[src/rtl/serial_adder_pkg.sv]
// Shared definitions for the bit-serial adder: FSM state encoding and default width.
package serial_adder_pkg;

    localparam int DEFAULT_WIDTH = 8;

    typedef enum logic [1:0] {
        IDLE = 2'd0,
        ADD  = 2'd1,
        DONE = 2'd2
    } state_e;

endpackage

[src/rtl/fulladder.sv]
// One-bit full adder used as the only arithmetic element of the serial datapath.
module fulladder (
    input  logic a,
    input  logic b,
    input  logic cin,
    output logic s,
    output logic cout
);

    assign s    = a ^ b ^ cin;
    assign cout = (a & b) | (cin & (a ^ b));

endmodule

[src/rtl/serial_adder.sv]
// Bit-serial adder: one full-adder step per cycle, LSB first, with valid/ready
// handshakes on both the operand and the result side.
module serial_adder
    import serial_adder_pkg::*;
#(
    parameter int WIDTH = DEFAULT_WIDTH
) (
    input  logic             clk,
    input  logic             rst_n,
    input  logic             in_valid,
    output logic             in_ready,
    input  logic [WIDTH-1:0] a,
    input  logic [WIDTH-1:0] b,
    input  logic             cin,
    output logic             out_valid,
    input  logic             out_ready,
    output logic [WIDTH-1:0] sum,
    output logic             cout,
    output logic             ovf
);

    localparam int             CW   = $clog2(WIDTH + 1);
    localparam logic [CW-1:0]  LAST = CW'(WIDTH - 1);
    localparam logic [CW-1:0]  ONE  = CW'(1);

    state_e            state_r;
    state_e            state_n;
    logic [CW-1:0]     cnt_r;
    logic [WIDTH-1:0]  a_r;
    logic [WIDTH-1:0]  b_r;
    logic [WIDTH-1:0]  acc_r;
    logic [WIDTH-1:0]  acc_shift_s;
    logic [WIDTH-1:0]  sum_r;
    logic              carry_r;
    logic              cout_r;
    logic              ovf_r;
    logic              in_ready_r;
    logic              out_valid_r;
    logic              fa_sum_s;
    logic              fa_cout_s;
    logic              last_s;

    fulladder u_fa (
        .a    (a_r[0]),
        .b    (b_r[0]),
        .cin  (carry_r),
        .s    (fa_sum_s),
        .cout (fa_cout_s)
    );

    // Next-state decode and the shifted partial sum (new bit enters at the MSB).
    always_comb begin
        acc_shift_s            = acc_r >> 1'b1;
        acc_shift_s[WIDTH-1]   = fa_sum_s;
        last_s                 = (cnt_r == LAST);
        state_n                = state_r;
        case (state_r)
            IDLE: begin
                if (in_valid) state_n = ADD;
                else          state_n = IDLE;
            end
            ADD: begin
                if (last_s) state_n = DONE;
                else        state_n = ADD;
            end
            DONE: begin
                if (out_ready) state_n = IDLE;
                else           state_n = DONE;
            end
            default: state_n = IDLE;
        endcase
    end

    // FSM state and handshake flags, registered from the next state.
    always_ff @(posedge clk or negedge rst_n) begin
        if (!rst_n) begin
            state_r     <= IDLE;
            in_ready_r  <= 1'b1;
            out_valid_r <= 1'b0;
        end else begin
            state_r     <= state_n;
            in_ready_r  <= (state_n == IDLE);
            out_valid_r <= (state_n == DONE);
        end
    end

    // Serial datapath; the result registers load only on the final bit so they
    // stay stable through ADD, DONE and the following IDLE.
    always_ff @(posedge clk or negedge rst_n) begin
        if (!rst_n) begin
            cnt_r   <= '0;
            a_r     <= '0;
            b_r     <= '0;
            acc_r   <= '0;
            carry_r <= 1'b0;
            sum_r   <= '0;
            cout_r  <= 1'b0;
            ovf_r   <= 1'b0;
        end else begin
            case (state_r)
                IDLE: begin
                    if (in_valid) begin
                        a_r     <= a;
                        b_r     <= b;
                        carry_r <= cin;
                        cnt_r   <= '0;
                    end
                end
                ADD: begin
                    a_r     <= a_r >> 1'b1;
                    b_r     <= b_r >> 1'b1;
                    acc_r   <= acc_shift_s;
                    carry_r <= fa_cout_s;
                    cnt_r   <= cnt_r + ONE;
                    if (last_s) begin
                        sum_r  <= acc_shift_s;
                        cout_r <= fa_cout_s;
                        // carry_r is the carry into the MSB on the last step
                        ovf_r  <= carry_r ^ fa_cout_s;
                    end
                end
                default: begin
                end
            endcase
        end
    end

    assign in_ready  = in_ready_r;
    assign out_valid = out_valid_r;
    assign sum       = sum_r;
    assign cout      = cout_r;
    assign ovf       = ovf_r;

endmodule

[config.mk]
export PLATFORM = sky130hd
export DESIGN_NAME = serial_adder
export DESIGN_NICKNAME = d
export VERILOG_FILES = /design/src/rtl/serial_adder_pkg.sv /design/src/rtl/fulladder.sv /design/src/rtl/serial_adder.sv
export SDC_FILE = /design/constraint.sdc
export NUM_CORES = 1
export LEC_CHECK = 0
export BUFFER_PORTS_ARGS = -buffer_cell sky130_fd_sc_hd__clkbuf_2
export CAP_MARGIN = 20
export CORE_UTILIZATION = 40
export DETAILED_ROUTE_END_ITERATION = 12
export SKIP_CTS_REPAIR_TIMING = 1
export SLEW_MARGIN = 40
export SYNTH_ARGS = -nofsm -noshare
export SYNTH_HDL_FRONTEND = slang
export SYNTH_SLANG_ARGS = --single-unit
[constraint.sdc]
create_clock -name clk -period 1.45 [get_ports clk]
set_input_delay 0.2175 -clock clk [delete_from_list [all_inputs] [get_ports clk]]
set_output_delay 0.2175 -clock clk [all_outputs]
set_load 0.02 [all_outputs]
==> reports/results.ini <==
[detailed_routing]
first_iter_violations=59
totalWireLength_um=3800
routedWlPerCell_um=15.0
ant_nets=0
post-route-drc-count=0
vias=1311
drt-pass1-iter-count=4
viasPerCell=5.18

[placed_design]
hpwl_um=2520
io_buffers=32
place_congestion=0.693
dpl_cell_area_um2=2030
placed_cells=241

[min_path]
min_path_type=input pin to flop

[logic_synthesis]
synth_xor_area_frac=0.00493
yosys.area.top_type=dfrtp_1
synthMuxAreaShare=0.0634
synth.avg_cell_area_um2=11.2
yosys_warnings=0
syn_nets=181
syn-cell-area_um2=1780
synth_top_family_by_area=compound AO/OA/AOI/OAI gates
synth_fa_ha_area_frac=0.0183
synth_compound_area_frac=0.158
yosysTopAreaCellShare=0.578
synth-seq-area-share=0.593
synthDistinctLibCells=29
synth_seq_cells=42
synth.area.top_cells=dfrtp_1 (58%), nand2_1 (8.0%), a22oi_1 (6.3%), o21ai_0 (5.4%), mux2_1 (5.1%)
syn_inst=158
synthSimpleGateAreaFrac=0.120

[sta]
fmax_mhz=676
finalSetupViolCount=10
hold_viol=0
rsz0062_at_grt=yes
finalCritPeriodShare=1.02
finClkSkew_ns=0.00282
slew_headroom=0.768
timing.final.ws_setup_ns=-0.0295
tns_ns=-0.205
worstMarginPinSlew_ns=0.347
period_minus_slack_ns=1.48
final-max-slew-violation-count=0

[floorplanning]
die_y_um=68.6
io-pin-count=33
num_rows=23
core_um2=4140
fp.dieW_um=68.6
start_util=0.428
fp.dieArea_um2=4710

[finish]
stdcell_count=253
insertedDiodeCount=0
fin_area_um2=2200
layout.nets=225
drive_gt1_frac=0.335
syn_to_final_growth_pct=24.1

[status]
violations=negative setup slack
status=finished with violations

[cts]
cts_buffer_depth=2
path_clk_slew_ns=0.08
clkSinkCount=42
cts_made_buffers=5
cts-root-buf=clkbuf_8
insertion_delay_ns=0.29
htreeDepth=2
cts_tree=yes

[critical_path]
critPathKind=flop to flop
endpoint_kind=flop
startpoint_type=flop
crit_path_max_incr_delay_ns=0.39
required_ns=1.63
slowest_stage=dfrtp_1
path_max_fanout=7
path_cells=ha_2 -> nand4b_1 -> nor2_2 -> buf_6 -> mux2_4
arrival_ns=1.66

[power]
leakagePower_nw=1.09
p_int_mw=2.77
p_per_area_nw_per_um2=1950
p_switching_mw=1.53
p_comb_frac=0.375
sw_frac_of_total=0.355
p_clk_frac=0.178
total_power_mw=4.30
seq_power_share=0.447
vdd_drop_max_mv=0.690

[grt]
grt_first_pass_wirelength_um=5750
grt-ovfl-total=0
antenna_found_initial=0
grt_pass1_vias=1183
grt_max_degree=43
gr-usage-all-layers=0.171

[flow_run]
cap_violations=0

-- cells by family (layout without fill, tap and decap cells) --
group	count (synthesis)	count (layout)
and+or+nand+nor	49	49
AOI/OAI and AO/OA	42	42
DFF	42	42
buffers and inverters	12	57
muxes	10	10
adders and majority gates	2	2
xor gates and xnor gates	1	1
-- layout make-up --
cell class / count / area (um2)
clock buffer: 7 / 86.3
inverter: 1 / 3.75
clock inverter: 1 / 5.00
fill: 399 / 1940
timing repair buffer: 48 / 307
multi-input combinational: 104 / 687
sequential: 42 / 1050
tap: 50 / 62.6
-- state kept, by name, indices dropped and copies added (netlist names) --
signal and count:
a_r 8, acc_r 7, b_r 8, carry_r 1, cnt_r 4, cout 1
in_ready 1, out_valid 1, ovf 1, state_r 2, sum 8
-- worst max-delay path: cells and delay by family (launching register included) --
family,cells,cell delay [ns]
adder cells (fa/ha/maj),1,0.19
flip-flops,1,0.39
multiplexers,1,0.30
AND/OR/NAND/NOR,2,0.32
buffers and inverters,1,0.16
-- path summary, 6_finish.rpt --
| kind | endpoint | depth (start not counted) | start | slack [ns] |
|---|---|---|---|---|
| hold reg to reg | a_r[2] | 2 | a_r[2] | 0.48 |
| max in group asynchronous | in_ready | 3 | rst_n | 0.77 |
| setup reg to reg | cout | 5 | cnt_r[0] | -0.03 |
| setup / recovery | cout | 5 | cnt_r[0] | -0.03 |
| hold / removal | b_r[7] | 2 | b[7] | 0.15 |
| min in group asynchronous | sum[5] | 3 | rst_n | 0.42 |
-- per-stage QoR --
step / setup WS (ns) / util / hold WS [ns]
3_5_place_dp: -0.00536 / 0.489 / 0.210
4_1_cts: -0.0211 / 0.511 / -0.0986
2_1_floorplan: 0.0187 / - / -0.0781
5_1_grt: -0.109 / 0.532 / 0.144
3_3_place_gp: 0.0242 / 0.489 / 0.207
6_report: -0.0295 / 0.532 / 0.155
-- power groups by stage --
stage               combinational, mW  clock (mW)  sequential, mW
floorplan                       0.845           0            2.02
global placement                 1.39           0            1.89
detailed placement               1.44           0            1.93
CTS                              1.45       0.791            1.91
global route                     1.78       0.836            1.98
finish                           1.61       0.765            1.92
-- metal layers --
layer / global-route usage / up-vias / part of all wire / wire length [um]
met3: 0.0543 / 4 / 0.030 / 114
met4: 0.0469 / 0 / 0.0068 / 26
li1: - / 632 / - / -
met1: 0.229 / 656 / 0.47 / 1800
met5: 0 / - / 0 / 0
met2: 0.266 / 19 / 0.49 / 1870
-- Yosys cell counts (all sizes together) --
cell type and instances:
nand4b 1, nor2 2, ha 1, a22oi 15, mux2 10, a21oi 1
buf 9, inv 1, o21bai 1, o21ai 19, and2b 1, fa 1
a21boi 1, nor3b 1, clkbuf 2, dfstp 1, a21o 2, nand2b 1
nand2 38, a22o 3, or3 1, xor2 1, nor2b 3, dfrtp 41
nand3 1
-- cells in the final DEF (no fill, tap or decap), drive strengths merged, types with 3 or more instances in the layout --
cell and instances:
dfrtp 41, clkbuf 39, nand2 38, o21ai 19, a22oi 15, buf 15
mux2 10, nor2b 3, a22o 3
Power figures use the tool's default switching activity.
